## config.mk

```make
export PLATFORM = sky130hd
export DESIGN_NAME = if_id_stage_flat
export DESIGN_NICKNAME = d
export VERILOG_FILES = /design/src/rtl/mips_pkg.sv /design/src/rtl/if_id_stage_if.sv /design/src/rtl/fetch_skid_buf.sv /design/src/rtl/if_id_stage.sv /design/src/flat_wrapper.sv
export SDC_FILE = /design/constraint.sdc
export NUM_CORES = 1
export LEC_CHECK = 0
export ABC_AREA = 1
export CAP_MARGIN = 15
export CORE_MARGIN = 1
export CORE_UTILIZATION = 52
export DETAILED_ROUTE_END_ITERATION = 12
export PLACE_DENSITY = 0.79
export SLEW_MARGIN = 40
export SYNTH_ARGS = -nofsm -noshare
export SYNTH_HDL_FRONTEND = slang
export SYNTH_SLANG_ARGS = --single-unit
```

## constraint.sdc

```tcl
create_clock -name clk_i -period 1.8 [get_ports clk_i]
set_input_delay 0.18 -clock clk_i [delete_from_list [all_inputs] [get_ports clk_i]]
set_output_delay 0.18 -clock clk_i [all_outputs]
set_load 0.01 [all_outputs]
```

## src/rtl/mips_pkg.sv

```systemverilog
// Shared MIPS pipeline constants and types.
// Used by the fetch stage, its skid buffer and the IF/ID interface.
package mips_pkg;

    localparam int          INSTR_W  = 32;
    localparam logic [31:0] RESET_PC = 32'h0000_0000;
    localparam logic [31:0] NOP_WORD = 32'h0000_0000;
    localparam logic [31:0] PC_STEP  = 32'd4;

    typedef enum logic [1:0] {
        IDLE = 2'd0,
        RUN  = 2'd1,
        HOLD = 2'd2
    } fetch_state_e;

endpackage

```

## src/rtl/if_id_stage_if.sv

```systemverilog
// Fetch-side bus of the IF/ID stage: imem port, hazard
// controls and the registered decode-facing outputs.
interface if_id_stage_if #(
    parameter int W = mips_pkg::INSTR_W
);
    logic [W-1:0] imem_addr_o;
    logic [W-1:0] imem_data_i;
    logic         stall_i;
    logic         redirect_i;
    logic [W-1:0] redirect_pc_i;
    logic [W-1:0] instr_o;
    logic [15:0]  imm_o;
    logic [W-1:0] pc_plus4_o;
    logic         valid_o;

    modport master (
        output imem_addr_o,
        output instr_o,
        output imm_o,
        output pc_plus4_o,
        output valid_o,
        input  imem_data_i,
        input  stall_i,
        input  redirect_i,
        input  redirect_pc_i
    );

    modport slave (
        input  imem_addr_o,
        input  instr_o,
        input  imm_o,
        input  pc_plus4_o,
        input  valid_o,
        output imem_data_i,
        output stall_i,
        output redirect_i,
        output redirect_pc_i
    );

endinterface

```

## src/rtl/fetch_skid_buf.sv

```systemverilog
// One-entry holding register for a fetch response that
// lands while decode is stalled; clear wins over load.
module fetch_skid_buf #(
    parameter int W = mips_pkg::INSTR_W
) (
    input  logic         clk_i,
    input  logic         rst_i,
    input  logic         load_i,
    input  logic         clear_i,
    input  logic [W-1:0] data_i,
    input  logic [W-1:0] pc_i,
    output logic         vld_o,
    output logic [W-1:0] data_o,
    output logic [W-1:0] pc_o
);

    logic         vld_q, vld_d;
    logic [W-1:0] data_q, data_d;
    logic [W-1:0] pc_q, pc_d;

    // Next entry: drained/cleared, newly captured, or held.
    always_comb begin
        vld_d  = vld_q;
        data_d = data_q;
        pc_d   = pc_q;
        if (clear_i) begin
            vld_d  = 1'b0;
            data_d = '0;
            pc_d   = '0;
        end else if (load_i) begin
            vld_d  = 1'b1;
            data_d = data_i;
            pc_d   = pc_i;
        end
    end

    // Entry storage with asynchronous clear.
    always_ff @(posedge clk_i or negedge rst_i) begin
        if (!rst_i) begin
            vld_q  <= 1'b0;
            data_q <= '0;
            pc_q   <= '0;
        end else begin
            vld_q  <= vld_d;
            data_q <= data_d;
            pc_q   <= pc_d;
        end
    end

    assign vld_o  = vld_q;
    assign data_o = data_q;
    assign pc_o   = pc_q;

endmodule

```

## src/rtl/if_id_stage.sv

```systemverilog
// MIPS fetch stage and IF/ID register: PC, in-flight
// response tag, skid for stalls, redirect squash.
module if_id_stage #(
    parameter int                 INSTR_W  = mips_pkg::INSTR_W,
    parameter logic [INSTR_W-1:0] RESET_PC = mips_pkg::RESET_PC
) (
    input  logic          clk_i,
    input  logic          rst_i,
    if_id_stage_if.master bus
);

    import mips_pkg::*;

    logic               issue;
    logic [INSTR_W-1:0] redirect_tgt;

    logic [INSTR_W-1:0] pc_q, pc_d;
    logic               resp_vld_q, resp_vld_d;
    logic [INSTR_W-1:0] resp_pc_q, resp_pc_d;
    fetch_state_e       state_q, state_d;

    logic               valid_q, valid_d;
    logic [INSTR_W-1:0] instr_q, instr_d;
    logic [INSTR_W-1:0] pc4_q, pc4_d;

    logic               skid_load, skid_clear, skid_vld;
    logic [INSTR_W-1:0] skid_data, skid_pc;

    assign issue        = !bus.stall_i && !bus.redirect_i;
    assign redirect_tgt = {bus.redirect_pc_i[INSTR_W-1:2], 2'b00};

    // A response arriving under stall parks in the skid;
    // any non-stalled cycle drains it, redirect drops it.
    assign skid_load  = bus.stall_i && resp_vld_q;
    assign skid_clear = bus.redirect_i || !bus.stall_i;

    fetch_skid_buf #(
        .W (INSTR_W)
    ) u_skid (
        .clk_i   (clk_i),
        .rst_i   (rst_i),
        .load_i  (skid_load),
        .clear_i (skid_clear),
        .data_i  (bus.imem_data_i),
        .pc_i    (resp_pc_q),
        .vld_o   (skid_vld),
        .data_o  (skid_data),
        .pc_o    (skid_pc)
    );

    // PC update and tagging of the fetch issued this cycle.
    always_comb begin
        pc_d       = pc_q;
        resp_vld_d = 1'b0;
        resp_pc_d  = resp_pc_q;
        if (bus.redirect_i) begin
            pc_d = redirect_tgt;
        end else if (issue) begin
            pc_d       = pc_q + INSTR_W'(PC_STEP);
            resp_vld_d = 1'b1;
            resp_pc_d  = pc_q;
        end
    end

    // Fetch FSM next state; redirect always returns to IDLE.
    always_comb begin
        state_d = state_q;
        case (state_q)
            IDLE: begin
                if (issue) state_d = RUN;
            end
            RUN: begin
                if (bus.stall_i && resp_vld_q) state_d = HOLD;
                else if (!issue)               state_d = IDLE;
            end
            HOLD: begin
                if (!bus.stall_i) state_d = RUN;
            end
            default: state_d = IDLE;
        endcase
        if (bus.redirect_i) state_d = IDLE;
    end

    // IF/ID source select: squash > hold > skid > response > bubble.
    always_comb begin
        valid_d = valid_q;
        instr_d = instr_q;
        pc4_d   = pc4_q;
        priority case (1'b1)
            bus.redirect_i: begin
                valid_d = 1'b0;
                instr_d = INSTR_W'(NOP_WORD);
                pc4_d   = '0;
            end
            bus.stall_i: begin
            end
            skid_vld: begin
                valid_d = 1'b1;
                instr_d = skid_data;
                pc4_d   = skid_pc + INSTR_W'(PC_STEP);
            end
            resp_vld_q: begin
                valid_d = 1'b1;
                instr_d = bus.imem_data_i;
                pc4_d   = resp_pc_q + INSTR_W'(PC_STEP);
            end
            default: begin
                valid_d = 1'b0;
                instr_d = INSTR_W'(NOP_WORD);
                pc4_d   = '0;
            end
        endcase
    end

    // Fetch and IF/ID state registers.
    always_ff @(posedge clk_i or negedge rst_i) begin
        if (!rst_i) begin
            pc_q       <= RESET_PC;
            resp_vld_q <= 1'b0;
            resp_pc_q  <= '0;
            state_q    <= IDLE;
            valid_q    <= 1'b0;
            instr_q    <= '0;
            pc4_q      <= '0;
        end else begin
            pc_q       <= pc_d;
            resp_vld_q <= resp_vld_d;
            resp_pc_q  <= resp_pc_d;
            state_q    <= state_d;
            valid_q    <= valid_d;
            instr_q    <= instr_d;
            pc4_q      <= pc4_d;
        end
    end

    assign bus.imem_addr_o = pc_q;
    assign bus.instr_o     = instr_q;
    assign bus.imm_o       = instr_q[15:0];
    assign bus.pc_plus4_o  = pc4_q;
    assign bus.valid_o     = valid_q;

endmodule

```

## src/flat_wrapper.sv

```systemverilog
// flat-port wrapper written by rule: the top's interface ports become plain ports
module if_id_stage_flat import mips_pkg::*;
#(
    parameter int                 INSTR_W  = mips_pkg::INSTR_W,
    parameter logic [INSTR_W-1:0] RESET_PC = mips_pkg::RESET_PC
)
  (clk_i, rst_i, bus_imem_addr_o, bus_instr_o, bus_imm_o, bus_pc_plus4_o, bus_valid_o, bus_imem_data_i, bus_stall_i, bus_redirect_i, bus_redirect_pc_i);
  if_id_stage_if bus_i ();
  input  logic clk_i;
  input  logic rst_i;
  output wire logic [$bits(bus_i.imem_addr_o)-1:0] bus_imem_addr_o;
  output wire logic [$bits(bus_i.instr_o)-1:0] bus_instr_o;
  output wire logic [$bits(bus_i.imm_o)-1:0] bus_imm_o;
  output wire logic [$bits(bus_i.pc_plus4_o)-1:0] bus_pc_plus4_o;
  output wire logic [$bits(bus_i.valid_o)-1:0] bus_valid_o;
  input wire logic [$bits(bus_i.imem_data_i)-1:0] bus_imem_data_i;
  input wire logic [$bits(bus_i.stall_i)-1:0] bus_stall_i;
  input wire logic [$bits(bus_i.redirect_i)-1:0] bus_redirect_i;
  input wire logic [$bits(bus_i.redirect_pc_i)-1:0] bus_redirect_pc_i;
  assign bus_imem_addr_o = bus_i.imem_addr_o;
  assign bus_instr_o = bus_i.instr_o;
  assign bus_imm_o = bus_i.imm_o;
  assign bus_pc_plus4_o = bus_i.pc_plus4_o;
  assign bus_valid_o = bus_i.valid_o;
  assign bus_i.imem_data_i = bus_imem_data_i;
  assign bus_i.stall_i = bus_stall_i;
  assign bus_i.redirect_i = bus_redirect_i;
  assign bus_i.redirect_pc_i = bus_redirect_pc_i;
  if_id_stage #(.INSTR_W(INSTR_W), .RESET_PC(RESET_PC)) u_core (.clk_i(clk_i), .rst_i(rst_i), .bus(bus_i));
endmodule
```

==> flow_metrics.env, run 1 <==
export IMPL_status="finished clean"
export IMPL_stdcell_count=1856
export IMPL_start_kind="register"
export IMPL_final_setup_tns_ns=0
export IMPL_drt_wl_total_mm=30.2
export IMPL_ys_seq_area_share_pct=45.9
export IMPL_coreArea_um2=19000
export IMPL_layout_drive_gt1_share_pct=8.33
export IMPL_clk_latency_ns=0.44
export IMPL_max_vdd_ir_drop_mv=0.620
export IMPL_grt_overflow_total=0
export IMPL_rsz0062_at_grt="false"
export IMPL_grt_antenna_before_repair=0
export IMPL_syn2layout_area_growth_pct=28.4
export IMPL_synth_edff_count=0
export IMPL_ctsLongestPathBuffers=2
export IMPL_switchingPower_mw=3.10
export IMPL_h_tree_depth=4
export IMPL_ys_warn_count=0
export IMPL_combPwrFrac_pct=17.8
export IMPL_grt_usage_pct=30.7
export IMPL_syn_avg_cell_area_um2=7.27
export IMPL_drtAntennaViolNets=0
export IMPL_fin_skew_ns=0.0123
export IMPL_setup_viol=0
export IMPL_rows=50
export IMPL_end_kind="register"
export IMPL_grt_pass1_vias=9398
export IMPL_diodes=0
export IMPL_grt_pass1_wl_mm=48.5
export IMPL_p_clk_share_pct=35.4
export IMPL_drv_slew=0
export IMPL_place_inst=1817
export IMPL_drtPass1Iterations=5
export IMPL_grt_max_degree=65
export IMPL_netlist_area_um2=10300
export IMPL_place_gp_congestion=0.918
export IMPL_die_x_um=142
export IMPL_initial_utilization_pct=53.9
export IMPL_netlist_instances=1410
export IMPL_final_common_cell="nand2_1"
export IMPL_ios=181
export IMPL_drc=0
export IMPL_dpl_hpwl_mm=21.9
export IMPL_critPathRequiredTime_ns=2.13
export IMPL_post_route_min_period_ns=1.72
export IMPL_portBuffers=176
export IMPL_pwr_density_cell_nw_per_um2=774
export IMPL_die_h_um=142
export IMPL_period_share_pct=95.3
export IMPL_final_cell_mix="nand2_1, dfrtp_1, clkdlybuf4s50_1"
export IMPL_clock_fmax_mhz=583
export IMPL_power_frac_seq_pct=46.8
export IMPL_vias=10300
export IMPL_p_sw_share_pct=30.4
export IMPL_path_clk_slew_ns=0.07
export IMPL_fin_nets=1654
export IMPL_drt_initial_drc_count=991
export IMPL_wire_per_inst_um=16.3
export IMPL_p_leak_nw=5.68
export IMPL_cp_max_fo=8
export IMPL_synthArstFlopShare_pct=100
export IMPL_intPower_mw=7.09
export IMPL_synth_ff_type="dfrtp_1"
export IMPL_tritoncts="done"
export IMPL_clockRootBuffer="clkbuf_16"
export IMPL_holdCritPathClass="input pin to asynchronous set/reset pin"
export IMPL_die_area_um2=20300
export IMPL_cap_violations=0
export IMPL_cts_buffers=17
export IMPL_fin_util_pct=69.2
export IMPL_cts_sinks=188
export IMPL_ys_types=43
export IMPL_critPathArrivalTime_ns=2.05
export IMPL_hold_violations=0
export IMPL_viasPerCell=5.54
export IMPL_synth_seq_cells=188
export IMPL_path_class="register to register"
export IMPL_finalPower_mw=10.2
export IMPL_hold_worst_slack_ns=0.255
[critical path, cell delays in order (launching register included)]
cell,delay [ns]
dfrtp_1,0.36
buf_4,0.13
inv_1,0.08
nor2_2,0.23
nand2_1,0.15
nor2_4,0.24
nand3_1,0.10
nand3_1,0.09
nand2_1,0.09
nand3_1,0.09
nand2_1,0.05
[through the flow]
stage               setup slack (ns)  area (µm²)
global route                 0.00653       13200
global placement             -0.0207       12500
floorplan                      0.247       10300
detailed placement           -0.0558       12500
CTS                           0.0519       13100
finish                        0.0847       13200
[sequential cells by signal (all words and copies together) (netlist names)]
name,count
u_core.bus.valid_o,1
u_core.u_skid.data_o,32
u_core.bus.instr_o,32
u_core.resp_pc_q,30
u_core.bus.imem_addr_o,30
u_core.u_skid.vld_o,1
u_core.resp_vld_q,1
u_core.u_skid.pc_o,30
u_core.bus.pc_plus4_o,31
[final timing paths]
check | end | depth (start not counted) | slack (ns) | startpoint
worst max-delay path | u_core.bus.pc_plus4_o[19]$_DFFE_PN0N_ | 10 | 0.08 | u_core.resp_pc_q[2]$_DFFE_PN0P_
max in group asynchronous | u_core.bus.instr_o[19]$_DFFE_PN0N_ | 3 | 0.95 | rst_i
min in group clk_i | u_core.bus.imem_addr_o[22]$_DFFE_PN0N_ | 3 | 0.31 | bus_redirect_pc_i[22]
worst max register to register | u_core.bus.pc_plus4_o[19]$_DFFE_PN0N_ | 10 | 0.08 | u_core.resp_pc_q[2]$_DFFE_PN0P_
worst min-delay path | u_core.bus.imem_addr_o[31]$_DFFE_PN0N_ | 2 | 0.26 | rst_i
worst min register to register | u_core.bus.pc_plus4_o[21]$_DFFE_PN0N_ | 2 | 0.48 | u_core.bus.pc_plus4_o[21]$_DFFE_PN0N_
[metal layers]
metal	share of wire [%]	routed length, µm	global-route usage, %	vias up
li1	-	-	-	4945
met1	45	13700	45.6	4804
met2	44	13400	45.7	478
met3	7.6	2300	4.74	54
met4	2.5	756	10.3	0
met5	0	0	0	-
[synth_stat cells, types with 2 or more instances]
| cell type | instances | area, µm² |
|---|---|---|
| dfrtp_1 | 188 | 4700 |
| nand3b_1 | 7 | 52.6 |
| clkbuf_1 | 38 | 143 |
| buf_4 | 19 | 143 |
| and2_1 | 2 | 12.5 |
| ha_1 | 3 | 37.5 |
| xor2_1 | 7 | 61.3 |
| inv_2 | 6 | 22.5 |
| o21bai_1 | 3 | 22.5 |
| o22ai_1 | 23 | 144 |
| nor3_1 | 8 | 40.0 |
| o21ai_0 | 130 | 651 |
| o211ai_1 | 7 | 52.6 |
| buf_2 | 22 | 110 |
| nor4_1 | 2 | 12.5 |
| nand4_1 | 12 | 75.1 |
| nor2_1 | 122 | 458 |
| nor2_2 | 9 | 56.3 |
| nand3_1 | 115 | 576 |
| o31ai_1 | 3 | 22.5 |
| nor2_8 | 2 | 40.0 |
| nor2_4 | 5 | 56.3 |
| inv_1 | 102 | 383 |
| nand2_1 | 453 | 1700 |
| nand2_2 | 4 | 25.0 |
| a21oi_1 | 84 | 420 |
| buf_1 | 6 | 22.5 |
| o2111ai_1 | 5 | 43.8 |
| o21ai_1 | 7 | 35.0 |
| a31oi_1 | 3 | 18.8 |
[cell families after synthesis]
logic type | Yosys count | synth area share [%]
compound gates | 272 | 14.3
xor+xnor | 7 | 0.598
fa+ha+maj | 3 | 0.366
buf+inv | 194 | 8.07
flops | 188 | 45.9
other cells | 1 | 0.0366
simple gates | 745 | 30.7
[layout make-up]
cell class	count	area, µm²
inverter	109	409
sequential	188	4710
fill	1637	5850
multi-input combinational	1030	4780
clock buffer	18	429
clock inverter	14	125
timing repair buffer	237	2390
tap	260	325
[power groups by stage]
stage	registers, mW	logic [mW]	clock network [mW]
global route	4.80	1.99	3.83
detailed placement	4.84	1.76	0
finish	4.77	1.81	3.61
CTS	4.76	1.77	3.65
global placement	4.83	1.73	0
floorplan	4.84	0.791	0
[what timing repair did]
action / in CTS / in global routing
endpoints found under the hold margin: 45 / 0
hold buffers: 1 / 0
gates resized for setup: 0 / 15
setup endpoints to repair: 0 / 18
buffers inserted: 0 / 5
No activity file was read; power rests on OpenSTA's default activity.
==> inputs of run 2 (changes only) <==
Settings changed: CTS_BUF_LIST set to sky130_fd_sc_hd__clkbuf_16.
==> run 2 against run 1 <==
Net effect: register-to-register slack about the same; clock skew decreased by 0.00077 ns; global-route usage unchanged; sequential power about the same.
==> flow_metrics.env, run 2 (synthesis results as in run 1) <==
export IMPL_grt_pass1_vias=9398
export IMPL_coreArea_um2=19000
export IMPL_critPathRequiredTime_ns=2.13
export IMPL_clk_latency_ns=0.44
export IMPL_stdcell_count=1856
export IMPL_reg2reg_slack_ns=0.08
export IMPL_wire_per_inst_um=16.3
export IMPL_post_route_min_period_ns=1.72
export IMPL_p_leak_nw=5.68
export IMPL_rows=50
export IMPL_multi_input_area_um2=4780
export IMPL_clock_fmax_mhz=582
export IMPL_h_tree_depth=4
export IMPL_path_class="register to register"
export IMPL_viasPerCell=5.54
export IMPL_holdCritPathClass="input pin to asynchronous set/reset pin"
export IMPL_die_h_um=142
export IMPL_start_kind="register"
export IMPL_grt_overflow_total=0
export IMPL_cp_max_fo=8
export IMPL_rsz0062_at_grt="false"
export IMPL_ctsLongestPathBuffers=2
export IMPL_grt_usage_pct=30.7
export IMPL_path_clk_slew_ns=0.07
export IMPL_place_gp_congestion=0.918
export IMPL_pwr_density_cell_nw_per_um2=773
export IMPL_layout_drive_gt1_share_pct=8.33
export IMPL_setup_viol=0
export IMPL_drtPass1Iterations=7
export IMPL_fin_nets=1654
export IMPL_status="finished clean"
export IMPL_portBuffers=176
export IMPL_finalPower_mw=10.2
export IMPL_fin_util_pct=69.2
export IMPL_rr_startpoint="u_core.resp_pc_q[2]$_DFFE_PN0P_"
export IMPL_final_cell_mix="nand2_1, dfrtp_1, clkdlybuf4s50_1"
export IMPL_grt_pass1_wl_mm=48.5
export IMPL_grt_max_degree=65
export IMPL_final_setup_tns_ns=0
export IMPL_fill_cells=1637
export IMPL_r2r_end="u_core.bus.pc_plus4_o[19]$_DFFE_PN0N_"
export IMPL_die_x_um=142
export IMPL_drv_slew=0
export IMPL_die_area_um2=20300
export IMPL_fin_skew_ns=0.0115
export IMPL_drc=0
export IMPL_drt_initial_drc_count=991
export IMPL_dpl_hpwl_mm=21.9
export IMPL_cap_violations=0
export IMPL_clockRootBuffer="clkbuf_16"
export IMPL_end_kind="register"
export IMPL_grt_antenna_before_repair=0
export IMPL_final_common_cell="nand2_1"
export IMPL_tritoncts="done"
export IMPL_max_vdd_ir_drop_mv=0.620
export IMPL_syn2layout_area_growth_pct=28.4
export IMPL_drt_wl_total_mm=30.3
export IMPL_cts_sinks=188
export IMPL_critPathArrivalTime_ns=2.05
export IMPL_hold_violations=0
export IMPL_initial_utilization_pct=53.9
export IMPL_ff_latch_area_um2=4710
export IMPL_cts_buffers=17
export IMPL_ios=181
export IMPL_place_inst=1817
export IMPL_drtAntennaViolNets=0
export IMPL_ff2ff_path_depth=10
export IMPL_vias=10300
export IMPL_diodes=0
export IMPL_period_share_pct=95.4
==> run 2: changes by cell type in the layout (fill, tap and decap cells not counted), sizes merged <==
cell | previous run | this run
inv | 117 | 118
clkbuf | 19 | 18
==> run 2: through the flow <==
| stage | hold WS [ns] | setup WS, ns | cell area, µm² |
|---|---|---|---|
| final | 0.255 | 0.0828 | 13200 |
| after CTS | 0.268 | 0.0519 | 13100 |
| after global placement | 0.167 | -0.0207 | 12500 |
| after detailed placement | 0.172 | -0.0558 | 12500 |
| after floorplan | -0.116 | 0.247 | 10300 |
| after global routing | 0.313 | 0.00653 | 13200 |
==> run 2: worst max path at each step <==
stage	startpoint	end	slack, ns	cells after the start
final	u_core.resp_pc_q[2]$_DFFE_PN0P_	u_core.bus.pc_plus4_o[19]$_DFFE_PN0N_	0.08	10
after floorplan	u_core.bus.imem_addr_o[2]$_DFFE_PN0N_	u_core.bus.imem_addr_o[28]$_DFFE_PN0N_	0.25	10
after detailed placement	bus_stall_i	u_core.bus.pc_plus4_o[3]$_DFFE_PN0N_	-0.06	7
after global placement	bus_stall_i	u_core.bus.pc_plus4_o[20]$_DFFE_PN0N_	-0.02	8
after CTS	u_core.resp_pc_q[2]$_DFFE_PN0P_	u_core.bus.pc_plus4_o[10]$_DFFE_PN0N_	0.05	9
after global routing	u_core.u_skid.pc_o[2]$_DFFE_PN0P_	u_core.bus.pc_plus4_o[13]$_DFFE_PN0N_	0.007	10
==> run 2: cell type report <==
class	count	share of cell area (%)
clock buffer	17	3.23
timing repair buffer	237	18.1
multi-input combinational	1030	36.3
clock inverter	15	0.979
sequential	188	35.8
inverter	109	3.11
tap	260	2.47
==> run 2: timing repair <==
action                                  in CTS  in global routing
setup buffers                                0                  5
hold endpoints to repair                    45                  0
hold buffers                                 1                  0
gates resized for setup                      0                 15
endpoints found under the setup margin       0                 18
==> run 2: layer usage <==
layer	routed length, µm	track usage, %
met1	13800	45.6
met2	13500	45.7
met3	2250	4.74
met4	751	10.3
met5	0	0
==> run 2: critical path: stages, from the launching register on <==
cell,delay [ns]
dfrtp_1,0.36
buf_4,0.13
inv_1,0.08
nor2_2,0.22
nand2_1,0.15
nor2_4,0.24
nand3_1,0.10
nand3_1,0.09
nand2_1,0.09
nand3_1,0.09
nand2_1,0.05
==> run 2: power breakdown <==
group          internal, mW  total [mW]  switching (mW)
Clock                  1.82        3.60            1.78
Combinational         0.776        1.82            1.04
Sequential             4.49        4.77           0.281
==> inputs of run 3 (changes only) <==
Settings changed: CORE_MARGIN 1 to 8, SYNTH_HIERARCHICAL set to 1.
==> run 3 against run 2 <==
Net effect: largest power group unchanged; hold slack worse by 0.014 ns; cell count is 2.4% higher; first-iteration DRC count is 20% lower; worst setup slack worse by 0.016 ns; core utilization is 2.5 points lower; sequential power is 2% higher; global-route usage is 5.3 points lower; synthesized cell count is 2.8% higher; routed wire length is 7.2% higher; critical path type is now register to output pin; register-to-register slack better by 0.03 ns.
==> flow_metrics.env, run 3 <==
export IMPL_portBuffers=176
export IMPL_vias=10400
export IMPL_grt_max_degree=65
export IMPL_syn2layout_area_growth_pct=26.7
export IMPL_place_inst=1866
export IMPL_grt_antenna_before_repair=0
export IMPL_clockRootBuffer="clkbuf_16"
export IMPL_viasPerCell=5.46
export IMPL_synth_edff_count=0
export IMPL_hold_worst_slack_ns=0.241
export IMPL_initial_utilization_pct=52.7
export IMPL_synthTopCellsByArea="dfrtp_1, nand2_1, nand3_1, nor2_1, o21ai_0"
export IMPL_ys_seq_area_share_pct=45.1
export IMPL_grt_pass1_vias=9912
export IMPL_cts_buffers=17
export IMPL_ctsLongestPathBuffers=2
export IMPL_crit_chain="clkdlybuf4s50_1"
export IMPL_coreArea_um2=20100
export IMPL_cp_max_fo=7
export IMPL_hold_violations=0
export IMPL_fin_skew_ns=0.0117
export IMPL_yosys_cell_count_top_type="nand2_1"
export IMPL_clk_latency_ns=0.43
export IMPL_netlist_area_um2=10600
export IMPL_p_leak_nw=6.11
export IMPL_synth_top_area_cell="dfrtp_1"
export IMPL_rows=52
export IMPL_postLayoutCellArea_um2=13400
export IMPL_drc=0
export IMPL_finalPower_mw=10.1
export IMPL_final_cell_mix="nand2_1, dfrtp_1, nand3_1"
export IMPL_crit_buf_inv=1
export IMPL_slowest_delay_ns=0.60
export IMPL_critPathSlowestCell="clkdlybuf4s50_1"
export IMPL_rsz0062_at_grt="false"
export IMPL_setup_viol=0
export IMPL_end_kind="output pin"
export IMPL_final_setup_tns_ns=0
export IMPL_max_vdd_ir_drop_mv=0.685
export IMPL_ys_warn_count=6
export IMPL_place_gp_congestion=0.960
export IMPL_stdcell_count=1901
export IMPL_cap_violations=0
export IMPL_fill_cells=1689
export IMPL_dpl_cell_area_um2=12800
export IMPL_drtAntennaViolNets=0
export IMPL_drv_slew=0
export IMPL_drt_initial_drc_count=791
export IMPL_critPathArrivalTime_ns=1.55
export IMPL_post_route_min_period_ns=1.73
export IMPL_synthArstFlopShare_pct=100
export IMPL_h_tree_depth=4
export IMPL_diodes=0
export IMPL_final_common_cell="nand2_1"
export IMPL_cts_sinks=191
export IMPL_die_x_um=159
export IMPL_synth_ff_type="dfrtp_1"
export IMPL_ios=181
export IMPL_wire_per_inst_um=17.1
export IMPL_tritoncts="done"
export IMPL_pwr_density_cell_nw_per_um2=754
export IMPL_die_h_um=159
export IMPL_synth_top_area_share_pct=45.1
export IMPL_status="finished clean"
export IMPL_layout_drive_gt1_share_pct=8.52
export IMPL_netlist_instances=1450
export IMPL_grt_usage_pct=25.4
export IMPL_dpl_hpwl_mm=24.0
export IMPL_path_class="register to output pin"
export IMPL_die_area_um2=25200
export IMPL_start_kind="register"
export IMPL_drt_wl_total_mm=32.4
export IMPL_critPathRequiredTime_ns=1.62
export IMPL_fin_nets=1690
export IMPL_holdCritPathClass="input pin to asynchronous set/reset pin"
export IMPL_crit_family="buffers and inverters"
export IMPL_synth_seq_cells=191
export IMPL_period_share_pct=96.3
export IMPL_synth_common_cells="nand2_1, dfrtp_1, nand3_1, nor2_1, inv_1"
export IMPL_grt_overflow_total=0
export IMPL_ys_types=41
export IMPL_clock_fmax_mhz=577
export IMPL_path_clk_slew_ns=0.07
export IMPL_syn_avg_cell_area_um2=7.30
export IMPL_grt_pass1_wl_mm=52.7
export IMPL_drtPass1Iterations=6
==> run 3: changes by cell type after synthesis, moves of 5 or more <==
cell	delta
clkbuf_1	-20
o22ai_1	-23
inv_1	-5
buf_6	+5
nand3_1	+63
nor2_1	-5
nand2_1	+79
buf_2	+8
a22oi_1	+32
o21ai_0	-44
xnor2_1	+5
buf_4	+5
a21oi_1	-59
==> run 3: power breakdown <==
group	switching [mW]	leakage [nW]	total, mW	internal (mW)
Clock	1.82	0.269	3.65	1.84
Combinational	0.915	3.31	1.61	0.691
Sequential	0.327	2.54	4.85	4.53
==> run 3: cell type report <==
cell class	count	area (µm²)	share of cell area [%]
sequential	191	4790	35.7
clock buffer	17	425	3.17
clock inverter	14	146	1.09
timing repair buffer	228	2350	17.5
tap	270	338	2.52
multi-input combinational	1078	4990	37.2
inverter	103	387	2.88
==> run 3: path summary, 6_finish.rpt <==
path	to	from	slack, ns	cells past startpoint
max	bus_imem_addr_o[19]	u_core/bus.imem_addr_o[19]$_DFFE_PN0N_	0.07	1
min	u_core/bus.pc_plus4_o[23]$_DFFE_PN0P_	rst_i	0.24	2
max reg2reg	u_core/bus.pc_plus4_o[20]$_DFFE_PN0P_	u_core/u_skid/pc_o[2]$_DFFE_PN0P_	0.11	10
min reg2reg	u_core/bus.pc_plus4_o[29]$_DFFE_PN0P_	u_core/bus.pc_plus4_o[29]$_DFFE_PN0P_	0.48	2
max in group asynchronous	u_core/u_skid/pc_o[3]$_DFFE_PN0P_	rst_i	0.91	3
min in group clk_i	u_core/bus.imem_addr_o[3]$_DFFE_PN0N_	bus_redirect_pc_i[3]	0.31	3
==> run 3: timing repair <==
item                                    in CTS  in global routing
endpoints found under the setup margin       0                 10
gates resized for setup                      0                  9
hold buffers                                 1                  0
buffers inserted                             0                  3
endpoints found under the hold margin       34                  0
==> run 3: logic make-up (layout without fill, tap and decap cells) <==
family          Yosys count  count (layout)  synth area share (%)
compound gates          170             170                  9.38
other cells               1               4                0.0354
xor+xnor                  8               8                 0.662
fa+ha+maj                 3               3                 0.355
buf+inv                 184             362                  8.08
flops                   191             191                  45.1
simple gates            893             893                  36.3
==> run 3: metrics by stage <==
step	worst slack, ns	utilization, %
floorplan	0.271	-
global placement	0.0701	63.6
detailed placement	0.0625	63.6
CTS	0.0602	66.5
global route	0.00168	66.7
finish	0.0667	66.7
==> run 3: routing by layer <==
| metal | part of all wire [%] | track usage (%) |
|---|---|---|
| met1 | 45 | 34.7 |
| met2 | 46 | 39.7 |
| met3 | 6.3 | 4.58 |
| met4 | 2.8 | 9.22 |
| met5 | 0 | 0 |
